### config.mk
export PLATFORM = sky130hd
export DESIGN_NAME = multicycle_controller
export DESIGN_NICKNAME = d
export VERILOG_FILES = /design/src/rtl/multicycle_controller.sv
export SDC_FILE = /design/constraint.sdc
export NUM_CORES = 1
export LEC_CHECK = 0
export ABC_CLOCK_PERIOD_IN_PS = 2700
export BUFFER_PORTS_ARGS = -buffer_cell sky130_fd_sc_hd__buf_2
export CAP_MARGIN = 20
export CORE_MARGIN = 2
export CORE_UTILIZATION = 54
export CTS_BUF_LIST = sky130_fd_sc_hd__clkbuf_4
export DETAILED_ROUTE_END_ITERATION = 12
export PLACE_DENSITY = 0.91
export SLEW_MARGIN = 20
export SYNTH_ARGS = -nofsm -noshare
export SYNTH_HDL_FRONTEND = slang
export SYNTH_SLANG_ARGS = --single-unit
### constraint.sdc
create_clock -name clk -period 2.7 [get_ports clk]
set_input_delay 0 -clock clk [delete_from_list [all_inputs] [get_ports clk]]
set_output_delay 0 -clock clk [all_outputs]
set_load 0.01 [all_outputs]
### src/rtl/multicycle_controller.sv
// Control FSM for a multicycle MIPS-style datapath (fetch/decode/execute/memory/writeback).
// Optional macro MC_BNE_EN adds bne (opcode 000101) as a branch with an inverted zero qualifier.
module multicycle_controller (
  input  logic       clk,
  input  logic       rst,
  input  logic [5:0] opcode,
  input  logic [5:0] func,
  input  logic       zero,
  output logic       IorD,
  output logic       IRwrite,
  output logic       pc_write,
  output logic       pc_write_cond,
  output logic       alu_srcA,
  output logic       reg_write,
  output logic       mem_read,
  output logic       mem_write,
  output logic [1:0] alu_srcB,
  output logic [1:0] pc_src,
  output logic [1:0] reg_dst,
  output logic [1:0] mem_to_reg,
  output logic [2:0] alu_ctrl,
  output logic       zero_in_PC,
  output logic       inst_done
);

  typedef enum logic [3:0] {
    S_FETCH, S_DECODE, S_MEM_ADR, S_MEM_RD, S_MEM_WB, S_MEM_WR, S_R_EXE,
    S_R_WB, S_I_EXE, S_I_WB, S_BRANCH, S_JUMP, S_JAL, S_JR
  } state_t;

  typedef struct packed {
    logic       iord, ir_write, pc_write, pc_write_cond;
    logic       alu_src_a, reg_write, mem_read, mem_write;
    logic [1:0] alu_src_b, pc_src, reg_dst, mem_to_reg;
    logic [2:0] alu_ctrl;
    logic       branch, branch_ne, inst_done;
  } ctl_t;

  localparam logic [5:0] OP_RTYPE = 6'b000000, OP_LW = 6'b100011, OP_SW = 6'b101011;
  localparam logic [5:0] OP_ADDI = 6'b001000, OP_SLTI = 6'b001010, OP_BEQ = 6'b000100;
  localparam logic [5:0] OP_J = 6'b000010, OP_JAL = 6'b000011, FN_JR = 6'b001000;
  localparam logic [2:0] ALU_ADD = 3'b010, ALU_SUB = 3'b110, ALU_AND = 3'b000;
  localparam logic [2:0] ALU_OR = 3'b001, ALU_SLT = 3'b111;

  state_t     state_q, state_d, decode_tgt, ctl_state;
  ctl_t       ctl_q, ctl_d;
  logic       is_bne;
  logic [2:0] r_alu;

`ifdef MC_BNE_EN
  assign is_bne = (opcode == 6'b000101);
`else
  assign is_bne = 1'b0;
`endif

  always_comb begin
    decode_tgt = S_FETCH;
    case (opcode)
      OP_LW, OP_SW:     decode_tgt = S_MEM_ADR;
      OP_RTYPE:         decode_tgt = (func == FN_JR) ? S_JR : S_R_EXE;
      OP_ADDI, OP_SLTI: decode_tgt = S_I_EXE;
      OP_BEQ:           decode_tgt = S_BRANCH;
      OP_J:             decode_tgt = S_JUMP;
      OP_JAL:           decode_tgt = S_JAL;
      default:          decode_tgt = S_FETCH;
    endcase
    if (is_bne) decode_tgt = S_BRANCH;
  end

  always_comb begin
    case (func)
      6'b100010: r_alu = ALU_SUB;
      6'b100100: r_alu = ALU_AND;
      6'b100101: r_alu = ALU_OR;
      6'b101010: r_alu = ALU_SLT;
      default:   r_alu = ALU_ADD;
    endcase
  end

  always_comb begin
    state_d = S_FETCH;
    case (state_q)
      S_FETCH:   state_d = S_DECODE;
      S_DECODE:  state_d = decode_tgt;
      S_MEM_ADR: state_d = (opcode == OP_SW) ? S_MEM_WR : S_MEM_RD;
      S_MEM_RD:  state_d = S_MEM_WB;
      S_R_EXE:   state_d = S_R_WB;
      S_I_EXE:   state_d = S_I_WB;
      default:   state_d = S_FETCH;
    endcase
  end

  // Outputs are decoded from the state being entered so they come straight off flops.
  assign ctl_state = rst ? S_FETCH : state_d;

  always_comb begin
    ctl_d = '0;
    case (ctl_state)
      S_FETCH: begin
        ctl_d.mem_read = 1'b1; ctl_d.ir_write = 1'b1; ctl_d.pc_write = 1'b1;
        ctl_d.alu_src_b = 2'b01; ctl_d.alu_ctrl = ALU_ADD;
      end
      S_DECODE: begin
        ctl_d.alu_src_b = 2'b11; ctl_d.alu_ctrl = ALU_ADD;
      end
      S_MEM_ADR: begin
        ctl_d.alu_src_a = 1'b1; ctl_d.alu_src_b = 2'b10; ctl_d.alu_ctrl = ALU_ADD;
      end
      S_MEM_RD: begin
        ctl_d.mem_read = 1'b1; ctl_d.iord = 1'b1;
      end
      S_MEM_WB: begin
        ctl_d.reg_write = 1'b1; ctl_d.mem_to_reg = 2'b01; ctl_d.inst_done = 1'b1;
      end
      S_MEM_WR: begin
        ctl_d.mem_write = 1'b1; ctl_d.iord = 1'b1; ctl_d.inst_done = 1'b1;
      end
      S_R_EXE: begin
        ctl_d.alu_src_a = 1'b1; ctl_d.alu_ctrl = r_alu;
      end
      S_R_WB: begin
        ctl_d.reg_write = 1'b1; ctl_d.reg_dst = 2'b01; ctl_d.inst_done = 1'b1;
      end
      S_I_EXE: begin
        ctl_d.alu_src_a = 1'b1; ctl_d.alu_src_b = 2'b10;
        ctl_d.alu_ctrl = (opcode == OP_SLTI) ? ALU_SLT : ALU_ADD;
      end
      S_I_WB: begin
        ctl_d.reg_write = 1'b1; ctl_d.inst_done = 1'b1;
      end
      S_BRANCH: begin
        ctl_d.alu_src_a = 1'b1; ctl_d.alu_ctrl = ALU_SUB; ctl_d.pc_write_cond = 1'b1;
        ctl_d.pc_src = 2'b10; ctl_d.branch = 1'b1; ctl_d.branch_ne = is_bne;
        ctl_d.inst_done = 1'b1;
      end
      S_JUMP: begin
        ctl_d.pc_write = 1'b1; ctl_d.pc_src = 2'b01; ctl_d.inst_done = 1'b1;
      end
      S_JAL: begin
        ctl_d.pc_write = 1'b1; ctl_d.pc_src = 2'b01; ctl_d.reg_write = 1'b1;
        ctl_d.reg_dst = 2'b10; ctl_d.mem_to_reg = 2'b10; ctl_d.inst_done = 1'b1;
      end
      S_JR: begin
        ctl_d.pc_write = 1'b1; ctl_d.pc_src = 2'b11; ctl_d.inst_done = 1'b1;
      end
      default: ;
    endcase
  end

  always_ff @(posedge clk) begin
    if (rst) state_q <= S_FETCH;
    else     state_q <= state_d;
    ctl_q <= ctl_d;
  end

  assign IorD          = ctl_q.iord;
  assign alu_srcA      = ctl_q.alu_src_a;
  assign mem_read      = ctl_q.mem_read;
  assign alu_srcB      = ctl_q.alu_src_b;
  assign pc_src        = ctl_q.pc_src;
  assign reg_dst       = ctl_q.reg_dst;
  assign mem_to_reg    = ctl_q.mem_to_reg;
  assign alu_ctrl      = ctl_q.alu_ctrl;
  assign IRwrite       = ctl_q.ir_write & ~rst;
  assign pc_write      = ctl_q.pc_write & ~rst;
  assign pc_write_cond = ctl_q.pc_write_cond & ~rst;
  assign reg_write     = ctl_q.reg_write & ~rst;
  assign mem_write     = ctl_q.mem_write & ~rst;
  // IR only becomes valid in DECODE, so an illegal opcode's done pulse is decoded live there.
  assign inst_done     = (ctl_q.inst_done | ((state_q == S_DECODE) && (decode_tgt == S_FETCH))) & ~rst;
  assign zero_in_PC    = ctl_q.branch & (zero ^ ctl_q.branch_ne);

endmodule

; ---- After elaboration in Yosys (flattened, before gate mapping)
; Index checks and enable logic that the tools add are counted.
[classes]
n_addsub = 0
mul = 0
div_mod_pow = 0
magnitude_cmp = 0
n_eq_ne = 30
shifts = 0
muxes = 22
n_bitwise = 10
n_reduce_logical = 16
[ops]
columns = cell, n
row1 = case mux 4 bit (6 select lines), 2
row2 = == test 6 bit (second input constant), 6
row3 = == test 4 bit (second input constant), 7
row4 = case mux 3 bit (4 select lines), 2
row5 = == test 4 x 3 -> 1 bit (second input constant), 5
row6 = == test 6 x 4 -> 1 bit (second input constant), 3
row7 = == test 4 x 2 -> 1 bit (second input constant), 4
row8 = == test 6 x 2 -> 1 bit (second input constant), 2
row9 = zero test 4 bit, 3
row10 = case mux 2 bit (3 select lines), 2
row11 = OR reduction 2 bit, 6
row12 = OR reduction 4 bit, 3
row13 = two-way mux 1 bit, 9
row14 = == test 4 x 1 -> 1 bit (second input constant), 2
row15 = two-way mux 4 bit, 2
row16 = case mux 2 bit (2 select lines), 2
row17 = OR reduction 8 bit, 1
row18 = bitwise AND 1 bit, 7
row19 = == test 6 x 3 -> 1 bit (second input constant), 1
row20 = zero test 6 bit, 1
row21 = two-way mux 3 bit, 2
row22 = OR reduction 3 bit, 1
row23 = two-way mux 2 bit, 1
row24 = logical AND 1 bit, 1
row25 = other kinds (3), 3
[totals]
reg_bits = 26
latchBits = 0
mem_bits_rw = 0
rom_bits = 0
inputBits = 15
out_inout_bits = 21
wordCells = 95
n_memories = 0

; ---- Depth between registers and ports, before layout
; Gate-level depths: netlist of the first run.
[logic_depth]
ltp_word = 8
depth_mapped = 8
mapped_depth_nobuf = 6

; ---- Worst setup path after synthesis of the first run
; No wires, ideal clock.
[synth_timing]
kind = register to register
start = register state_q[3]
end = register ctl_q (netlist bit alu_srcB[1])
setup_ps = 114
arrival_ps = 1958
path_slack_ps = 628
path_stages_with_launch = 6
path_buffers = 1
synth_period_minus_slack_ps = 2072
cell_sequence = dfxtp_1 -> buf_2 -> or4b_4 -> o41a_1 -> xnor2_1 -> a2111oi_0
[synth_rtl]
columns = item, line
row1 = start: declaration, 45  ; state_t state_q, state_d, decode_tgt, ctl_state;
row2 = start signal: assignment, 152  ; else state_q <= state_d;
row3 = end signal: assignment, 153  ; ctl_q <= ctl_d;
row4 = end: declaration, 46  ; ctl_t ctl_q, ctl_d;

==> results of run 1 <==
## synth_stat cells (all sizes together) (2+ instances only)
library cell / count
a31oi: 3
or4: 2
a211oi: 2
a2111oi: 2
nor2: 15
buf: 20
inv: 2
nand3: 7
a21oi: 13
nor4b: 4
o21ai: 4
dfxtp: 24
xnor2: 3
nand2: 8
or2: 3
a211o: 2
nand2b: 3
nor2b: 7
nor3: 7
nor4: 4
nor3b: 4
a21o: 2
## area by class of cell
type,count,area share (%)
Multi-Input combinational cell,108,48.6
Sequential cell,24,32.5
Clock buffer,3,1.52
Timing Repair Buffer,36,12.4
Inverter,2,0.508
Tap cell,30,2.54
Clock inverter,1,2.03
## metrics by stage
stage	util (%)	cells	power, µW	cell area [µm²]
after global placement	59.2	200	477	1430
after global routing	61.4	204	752	1480
after floorplan	-	155	454	1350
after CTS	61.4	204	730	1480
final	61.4	204	724	1480
after detailed placement	59.2	200	482	1430
## cells by family after synthesis
family	after synthesis	synth area share, %
simple gates	67	29.3
compound gates	38	22.0
flops	24	35.6
buf+inv	23	11.1
xor+xnor	3	1.95
## routing by layer
metal | GRT usage, % | up-vias | part of all wire, %
li1 | - | 588 | -
met1 | 28.9 | 551 | 42
met2 | 32.5 | 56 | 48
met3 | 5.83 | 4 | 8.3
met4 | 6.25 | 0 | 0.83
met5 | 0 | - | 0
## power breakdown
part | internal, µW | leakage [µW] | total (µW) | switching, µW
Clock | 150 | 0.0000279 | 248 | 97.9
Sequential | 363 | 0.000195 | 370 | 6.09
Combinational | 43.7 | 0.000354 | 106 | 62.4
## critical path, delay by kind of cell, from the launching register on
family,cells,cell delay [ns]
AO/OA/AOI/OAI,2,0.87
AND/OR/NAND/NOR,1,0.55
flip-flops,1,0.54
XOR/XNOR,1,0.18
## worst paths after layout
check	start	to	cells past startpoint
hold reg to reg	state_q[3]	ctl_q[16]	2
setup reg to reg	state_q[0]	alu_srcB[1]	4
hold / removal	func[4]	alu_ctrl[0]	4
setup / recovery	state_q[0]	alu_srcB[1]	4
## cell usage in the layout, fill, tap and decap left out, drive strengths merged, types with 2 or more instances in the layout
cell type | netlist | layout
buf | 20 | 36
dfxtp | 24 | 24
nor2 | 15 | 15
a21oi | 13 | 13
nand2 | 8 | 8
nor3 | 7 | 7
nor2b | 7 | 7
nand3 | 7 | 7
nor4 | 4 | 4
nor3b | 4 | 4
nor4b | 4 | 4
o21ai | 4 | 4
nand2b | 3 | 3
xnor2 | 3 | 3
a31oi | 3 | 3
clkbuf | 1 | 3
or2 | 3 | 3
a211o | 2 | 2
a21o | 2 | 2
inv | 2 | 2
or4 | 2 | 2
a2111oi | 2 | 2
a211oi | 2 | 2
==> flow_metrics.py, run 1 <==
metrics = {
    "cts": {
        "cts_tree": "done",
        "clk_latency_ns": 0.31,
        "ctsHoldBuffers": 0,
        "cts_buffers": 3,
        "cts_buffer_depth": 2,
        "postCtsSetupRepairBufs": 0,
        "numClockSinks": 24,
        "cts-root-buf": "clkbuf_4",
        "post_cts_resized": 0,
        "cts_htree_levels": 1,
        "path_clk_slew_ns": 0.12,
    },
    "place": {
        "hpwl_mm": 2.07,
        "numPortBuffers": 35,
        "post-place-ws_ns": 0.510,
        "place.gp.congestion": 0.940,
    },
    "drt": {
        "drc_errors": 0,
        "drt_first_pass_iters": 4,
        "wire_per_inst_um": 13.6,
        "drt-initial-drc-count": 52,
        "drtAntennaViolNets": 0,
        "vias_per_cell": 5.88,
        "drt-total-wl_mm": 2.78,
        "vias": 1199,
    },
    "layout": {
        "fillers": 195,
        "syn_to_final_growth_pct": 9.65,
        "ff_latch_area_um2": 480,
        "diodes": 0,
        "num-nets-final": 190,
        "drive_gt1_share_pct": 30.5,
        "top_register": "ctl_q",
        "largest_reg_flops": 6,
        "multi_input_area_um2": 718,
    },
    "logic_synthesis": {
        "syn-num-nets": 170,
        "ys_ff_latch": 24,
        "syn_avg_cell_area_um2": 8.70,
        "synth_top_area_share_pct": 35.6,
        "synth_edf_count": 0,
        "yosysTopAreaCell": "dfxtp_1",
        "yosysUniqueCellTypes": 48,
        "ys_seq_area_share_pct": 35.6,
        "syn_area_um2": 1350,
        "synthCells": 155,
        "ys_warn_count": 0,
        "synth_flop_cell": "dfxtp_1",
        "async_flop_share_pct": 0,
        "synth_area_leaders": "dfxtp_1, buf_4, a21oi_1",
    },
    "floorplan": {
        "start_util_pct": 56.0,
        "rows": 18,
        "die_area_um2": 2910,
        "die_height_um": 54.0,
        "dieWidth_um": 54.0,
        "num_io_pins": 36,
        "coreArea_um2": 2410,
    },
    "setup_path": {
        "path_cells": "or4b_4 > o41a_1 > xnor2_1 > a2111oi_0",
        "start_kind": "flip-flop",
        "r2r_slack_ns": 0.46,
        "endpoint_kind": "flip-flop",
        "worst_ep_required_time_ns": 2.90,
        "critical_path_class": "reg -> reg",
        "critPathArrivalTime_ns": 2.44,
        "crit_slowest_cell": "or4b_4",
        "slowest_delay_ns": 0.55,
        "critPathMaxFanout": 10,
    },
    "global_route": {
        "grt_max_degree": 18,
        "grt_pass1_wl_mm": 4.56,
        "grtUsageTotal_pct": 21.2,
        "grt_overflow": 0,
        "grt_pass1_vias": 983,
        "antenna_found_initial": 0,
    },
    "sta": {
        "hold_viol": 0,
        "worst_slew_pin_slew_ns": 0.692,
        "setup_violations": 0,
        "fin_ws_ns": 0.458,
        "post-route-min-period_ns": 2.24,
        "post-route-period-util_pct": 83.0,
        "drv_slew": 0,
        "finalSetupTns_ns": 0,
        "clock.fmax_mhz": 446,
        "max-slew-margin-rel_pct": 53.9,
        "rsz0062_at_grt": "no",
        "worst_hold_slack_ns": 0.0560,
        "fin_worst_skew_ns": 0.00944,
    },
    "hold_path": {
        "hold_path_class": "in -> reg",
    },
    "power_and_ir_drop": {
        "powerDensity_nw_per_um2": 489,
        "irDropWorstVdd_v": 0.000391,
        "p_leak_uw": 0.000578,
    },
    "run_status": {
        "status": "finished clean",
    },
    "run": {
        "maxCapViolCount": 0,
    },
}
No activity file was read; power rests on OpenSTA's default activity.
==> run 2, diff against run 1 <==
--- a/config.mk
+++ b/config.mk
@@ -5,14 +5,15 @@
 export SDC_FILE = /design/constraint.sdc
 export NUM_CORES = 1
 export LEC_CHECK = 0
-export ABC_CLOCK_PERIOD_IN_PS = 2700
+export ABC_AREA = 1
+export ABC_CLOCK_PERIOD_IN_PS = 1900
 export BUFFER_PORTS_ARGS = -buffer_cell sky130_fd_sc_hd__buf_2
 export CAP_MARGIN = 20
 export CORE_MARGIN = 2
-export CORE_UTILIZATION = 54
+export CORE_UTILIZATION = 49
 export CTS_BUF_LIST = sky130_fd_sc_hd__clkbuf_4
 export DETAILED_ROUTE_END_ITERATION = 12
-export PLACE_DENSITY = 0.91
+export PLACE_DENSITY = 0.86
 export SLEW_MARGIN = 20
 export SYNTH_ARGS = -nofsm -noshare
 export SYNTH_HDL_FRONTEND = slang
==> constraint.sdc (replaced) <==
create_clock -name clk -period 1.9 [get_ports clk]
set_input_delay 0 -clock clk [delete_from_list [all_inputs] [get_ports clk]]
set_output_delay 0 -clock clk [all_outputs]
set_load 0.01 [all_outputs]
==> flow_metrics.py, run 2 <==
metrics = {
    "run_status": {
        "status": "finished clean",
    },
    "setup_path": {
        "r2r_cells": 13,
        "r2r_slack_ns": 0.26,
        "critical_path_class": "reg -> reg",
        "regToRegEndpoint": "ctl_q[0]",
        "start_kind": "flip-flop",
        "reg2reg_from": "state_q[0]",
        "critPathArrivalTime_ns": 1.87,
        "worst_ep_required_time_ns": 2.13,
        "endpoint_kind": "flip-flop",
        "critPathMaxFanout": 6,
    },
    "drt": {
        "vias": 1215,
        "drt-initial-drc-count": 27,
        "drtAntennaViolNets": 0,
        "wire_per_inst_um": 9.72,
        "drt-total-wl_mm": 2.53,
        "drt_first_pass_iters": 4,
        "drc_errors": 0,
        "vias_per_cell": 4.67,
    },
    "logic_synthesis": {
        "synthCells": 201,
        "synth_area_leaders": "dfxtp_1, nand2_1, inv_1",
        "syn_avg_cell_area_um2": 7.08,
        "ys_seq_area_share_pct": 33.7,
        "ys_warn_count": 0,
        "ys_ff_latch": 24,
        "yosys-top-cells-count": "nand2_1, inv_1, nor2_1",
        "yosysUniqueCellTypes": 24,
        "syn-num-nets": 216,
        "syn_area_um2": 1420,
        "async_flop_share_pct": 0,
        "synth_most_common_cell": "nand2_1",
        "synth_top_area_share_pct": 33.7,
        "yosysTopAreaCell": "dfxtp_1",
        "synth_edf_count": 0,
        "synth_flop_cell": "dfxtp_1",
    },
    "hold_path": {
        "hp-start": "func[1]",
        "whs_endpoint": "alu_ctrl[1]",
        "worstHoldPathCells": 5,
        "hold_path_class": "in -> reg",
    },
    "global_route": {
        "grt_overflow": 0,
        "grtUsageTotal_pct": 17.9,
        "grt_max_degree": 14,
        "grt_pass1_vias": 1099,
        "grtUsageMet1_pct": 22.9,
        "grt_pass1_wl_mm": 4.64,
        "grt_use_met2_pct": 28.6,
        "antenna_found_initial": 0,
        "gr-max-usage-layer": "met2",
        "grtUsageMet3_pct": 4.02,
    },
    "power_and_ir_drop": {
        "irDropWorstVdd_v": 0.000529,
        "p_leak_uw": 0.000931,
        "powerDensity_nw_per_um2": 571,
    },
    "place": {
        "numPortBuffers": 35,
        "place.gp.congestion": 0.853,
        "post-place-ws_ns": 0.263,
        "hpwl_mm": 2.09,
        "placed_cell_area_um2": 1560,
        "dpl.cell_count": 256,
    },
    "cts": {
        "ctsHoldBuffers": 0,
        "post_cts_resized": 0,
        "cts_tree": "done",
        "cts-root-buf": "clkbuf_4",
        "path_clk_slew_ns": 0.12,
        "cts_buffers": 3,
        "clk_latency_ns": 0.32,
        "numClockSinks": 24,
        "cts_htree_levels": 1,
        "postCtsSetupRepairBufs": 0,
        "cts_buffer_depth": 2,
    },
    "sta": {
        "rsz0062_at_grt": "no",
        "post-route-min-period_ns": 1.64,
        "finalSetupTns_ns": 0,
        "post-route-period-util_pct": 86.5,
        "worst_slew_pin_slew_ns": 0.409,
        "drv_slew": 0,
        "fin_worst_skew_ns": 0.00456,
        "max-slew-margin-rel_pct": 72.7,
        "clock.fmax_mhz": 608,
        "worst_hold_slack_ns": 0.0799,
        "fin_ws_ns": 0.256,
        "setup_violations": 0,
        "hold_viol": 0,
    },
    "layout": {
        "finalInstanceArea_um2": 1580,
        "syn_to_final_growth_pct": 11.1,
        "final_cell_mix": "nand2_1, buf_2, inv_1",
        "num-nets-final": 245,
        "finalNonFillerCells": 260,
        "top_register": "ctl_q",
        "mostFrequentLayoutCell": "nand2_1",
        "diodes": 0,
        "drive_gt1_share_pct": 34.1,
        "largest_reg_flops": 6,
    },
    "floorplan": {
        "dieWidth_um": 57.9,
        "die_area_um2": 3350,
        "num_io_pins": 36,
        "start_util_pct": 51.6,
        "coreArea_um2": 2760,
        "rows": 19,
        "die_height_um": 57.9,
    },
    "run": {
        "maxCapViolCount": 0,
    },
}
[run 2: cell type report]
| type | instances | area (µm²) |
|---|---|---|
| Clock buffer | 3 | 22.5 |
| Clock inverter | 1 | 3.75 |
| Fill cell | 256 | 1180 |
| Inverter | 40 | 155 |
| Multi-Input combinational cell | 126 | 706 |
| Sequential cell | 24 | 480 |
| Tap cell | 31 | 38.8 |
| Timing Repair Buffer | 35 | 175 |
[run 2: worst max-delay path by stage]
| stage | start | endpoint | slack [ns] | cells after the start |
|---|---|---|---|---|
| after floorplan | state_q[0] | ctl_q[0] | 0.47 | 13 |
| after global placement | state_q[0] | ctl_q[0] | 0.27 | 13 |
| after detailed placement | state_q[0] | ctl_q[0] | 0.26 | 13 |
| after CTS | state_q[0] | ctl_q[0] | 0.25 | 13 |
| after global routing | state_q[3] | ctl_q[0] | 0.05 | 12 |
| final | state_q[0] | ctl_q[0] | 0.26 | 13 |
[run 2: where the power goes]
part	total (µW)	internal [µW]	switching (µW)
Combinational	157	55.6	101
Sequential	526	521	4.94
Clock	220	77.2	142
[run 2: logic make-up after synthesis]
kind of cell / synth area share (%)
AO/OA/AOI/OAI: 3.34
buffers and inverters: 16.7
AND/OR/NAND/NOR: 46.2
flip-flops: 33.7
[run 2: worst max-delay path: stages (launching register included)]
cell and delay, ns:
dfxtp_1 0.36, inv_1 0.12, nand4_1 0.16, nand3_1 0.09, nand2_1 0.08, nand2_2 0.07, nand2_4 0.14, clkinv_4 0.09
nand2_2 0.09, inv_2 0.05, nand2_1 0.08, nand2_1 0.07, nor2_2 0.11, nand2_1 0.06
[run 2: per-stage QoR]
step                      util [%]  power [µW]
after global routing          57.4         951
after detailed placement      56.4         696
after CTS                     57.4         915
final                         57.4         903
after floorplan                  -         650
after global placement        56.4         693
[run 2: metal layers]
layer / vias up / part of all wire [%]
met3: 5 / 4.7
met2: 24 / 47
met4: 0 / 2.1
met5: - / 0
li1: 653 / -
met1: 533 / 46
==> run 3, diff against run 2 <==
--- a/config.mk
+++ b/config.mk
@@ -5,7 +5,6 @@
 export SDC_FILE = /design/constraint.sdc
 export NUM_CORES = 1
 export LEC_CHECK = 0
-export ABC_AREA = 1
 export ABC_CLOCK_PERIOD_IN_PS = 1900
 export BUFFER_PORTS_ARGS = -buffer_cell sky130_fd_sc_hd__buf_2
 export CAP_MARGIN = 20
@@ -13,7 +12,7 @@
 export CORE_UTILIZATION = 49
 export CTS_BUF_LIST = sky130_fd_sc_hd__clkbuf_4
 export DETAILED_ROUTE_END_ITERATION = 12
-export PLACE_DENSITY = 0.86
+export PLACE_DENSITY = 0.87
 export SLEW_MARGIN = 20
 export SYNTH_ARGS = -nofsm -noshare
 export SYNTH_HDL_FRONTEND = slang
==> flow_metrics.py, run 3 (synthesis gave the netlist of run 1 again) <==
metrics = {
    "run_status": {
        "status": "finished clean",
    },
    "setup_path": {
        "r2r_slack_ns": 0.01,
        "reg2reg_from": "state_q[2]",
        "crit_slowest_cell": "or4b_4",
        "critPathMaxFanout": 4,
        "worst_ep_required_time_ns": 2.16,
        "critical_path_class": "reg -> reg",
        "critPathBufInv": 1,
        "critPathArrivalTime_ns": 2.15,
        "r2r_cells": 6,
        "path_cells": "or4b_4 > o41a_1 > buf_4 > nor2_4 > nand3_1 > a21oi_1",
        "endpoint_kind": "flip-flop",
        "slowest_delay_ns": 0.57,
        "start_kind": "flip-flop",
        "regToRegEndpoint": "pc_src[0]",
        "critPathTopFamily": "simple AND/OR/NAND/NOR gates",
    },
    "power_and_ir_drop": {
        "total_power_uw": 922,
        "powerDensity_nw_per_um2": 568,
        "irDropWorstVdd_v": 0.000539,
        "p_leak_uw": 0.000670,
    },
    "global_route": {
        "grt_overflow": 0,
        "gr-max-usage-layer": "met2",
        "grtUsageMet1_pct": 27.2,
        "antenna_found_initial": 0,
        "grt_pass1_vias": 1142,
        "grtUsageMet3_pct": 5.07,
        "grt_max_degree": 13,
        "grt_use_met2_pct": 32.7,
        "grt_pass1_wl_mm": 5.13,
        "grtUsageTotal_pct": 20.3,
    },
    "floorplan": {
        "rows": 19,
        "coreArea_um2": 2690,
        "start_util_pct": 50.2,
        "die_height_um": 56.5,
        "num_io_pins": 36,
        "dieWidth_um": 56.5,
        "die_area_um2": 3190,
    },
    "hold_path": {
        "whs_endpoint": "alu_ctrl[0]",
        "hp-start": "func[4]",
        "worstHoldPathCells": 4,
        "hold_path_class": "in -> reg",
    },
    "sta": {
        "post-route-min-period_ns": 1.89,
        "post-route-period-util_pct": 99.5,
        "hold_viol": 0,
        "worst_slew_pin_slew_ns": 0.377,
        "setup_violations": 0,
        "clock.fmax_mhz": 529,
        "drv_slew": 0,
        "fin_worst_skew_ns": 0.00998,
        "max-slew-margin-rel_pct": 74.5,
        "rsz0062_at_grt": "yes",
    },
    "drt": {
        "drt-total-wl_mm": 3.15,
        "drt-initial-drc-count": 47,
        "vias": 1280,
        "drc_errors": 0,
        "drtAntennaViolNets": 0,
        "vias_per_cell": 5.69,
        "drt_first_pass_iters": 4,
        "wire_per_inst_um": 14.0,
    },
    "layout": {
        "syn_to_final_growth_pct": 20.4,
        "finalInstanceArea_um2": 1620,
        "mostFrequentLayoutCell": "buf_2",
        "top_register": "ctl_q",
        "num-nets-final": 211,
        "largest_reg_flops": 6,
        "drive_gt1_share_pct": 40.7,
        "final_cell_mix": "buf_2, dfxtp_1, buf_4",
        "fillers": 236,
        "diodes": 0,
    },
    "cts": {
        "cts_tree": "done",
        "cts-root-buf": "clkbuf_4",
        "numClockSinks": 24,
        "path_clk_slew_ns": 0.12,
        "cts_htree_levels": 1,
        "clk_latency_ns": 0.32,
        "cts_buffer_depth": 2,
        "ctsHoldBuffers": 0,
        "cts_buffers": 3,
    },
    "place": {
        "placed_cell_area_um2": 1580,
        "place.gp.congestion": 0.932,
        "numPortBuffers": 35,
        "hpwl_mm": 2.38,
    },
    "run": {
        "maxCapViolCount": 0,
    },
}
-- run 3: worst reg2reg max path, delay by kind of cell, from the launching register on --
| family | cells | cell delay (ns) |
|---|---|---|
| AO/OA/AOI/OAI | 2 | 0.51 |
| buffers and inverters | 1 | 0.17 |
| flip-flops | 1 | 0.35 |
| AND/OR/NAND/NOR | 3 | 0.79 |
-- run 3: stage by stage --
step / instances / setup slack [ns] / util [%] / hold slack (ns) / setup TNS [ns]
5_1_grt: 225 / -0.0457 / 60.5 / 0.0327 / -0.137
3_3_place_gp: 221 / 0.0451 / 58.7 / 0.283 / 0
2_1_floorplan: 155 / -0.0552 / - / 0.0464 / -0.0552
3_5_place_dp: 221 / -0.0000847 / 58.7 / 0.317 / -0.0000847
4_1_cts: 224 / -0.0107 / 59.7 / 0.0300 / -0.0107
6_report: 225 / 0.00974 / 60.5 / 0.0238 / 0
-- run 3: what timing repair did --
item / 4_1_cts / 5_1_grt
resized for setup: 2 / 5
setup endpoints to repair: 2 / 12
buffers inserted: 0 / 1
-- run 3: layout make-up --
class / count / area, µm² / area share (%)
Tap cell: 31 / 38.8 / 2.39
Multi-Input combinational cell: 108 / 732 / 45.1
Clock buffer: 3 / 22.5 / 1.39
Timing Repair Buffer: 57 / 340 / 21.0
Inverter: 2 / 7.51 / 0.462
Sequential cell: 24 / 483 / 29.7
-- run 3: how the worst max path moves through the flow --
stage / startpoint / cells past startpoint / endpoint
after floorplan: state_q[2] / 5 / alu_srcB[1]
after global placement: state_q[0] / 5 / alu_srcA
after detailed placement: state_q[0] / 5 / alu_srcA
after CTS: state_q[2] / 4 / alu_srcB[1]
after global routing: state_q[2] / 6 / pc_src[0]
final: state_q[2] / 6 / pc_src[0]
-- run 3: metal layers --
metal  share of wire, %  up-vias  routed length, µm
met5                  0        -                  0
met4                1.2        0                 37
met3                5.1        6                162
met2                 48       43               1520
met1                 45      602               1430
li1                   -      629                  -
-- run 3: where the power goes --
group / switching, µW / internal (µW)
clock network: 144 / 74.3
registers: 5.45 / 517
logic: 99.1 / 82.5
total: 249 / 674
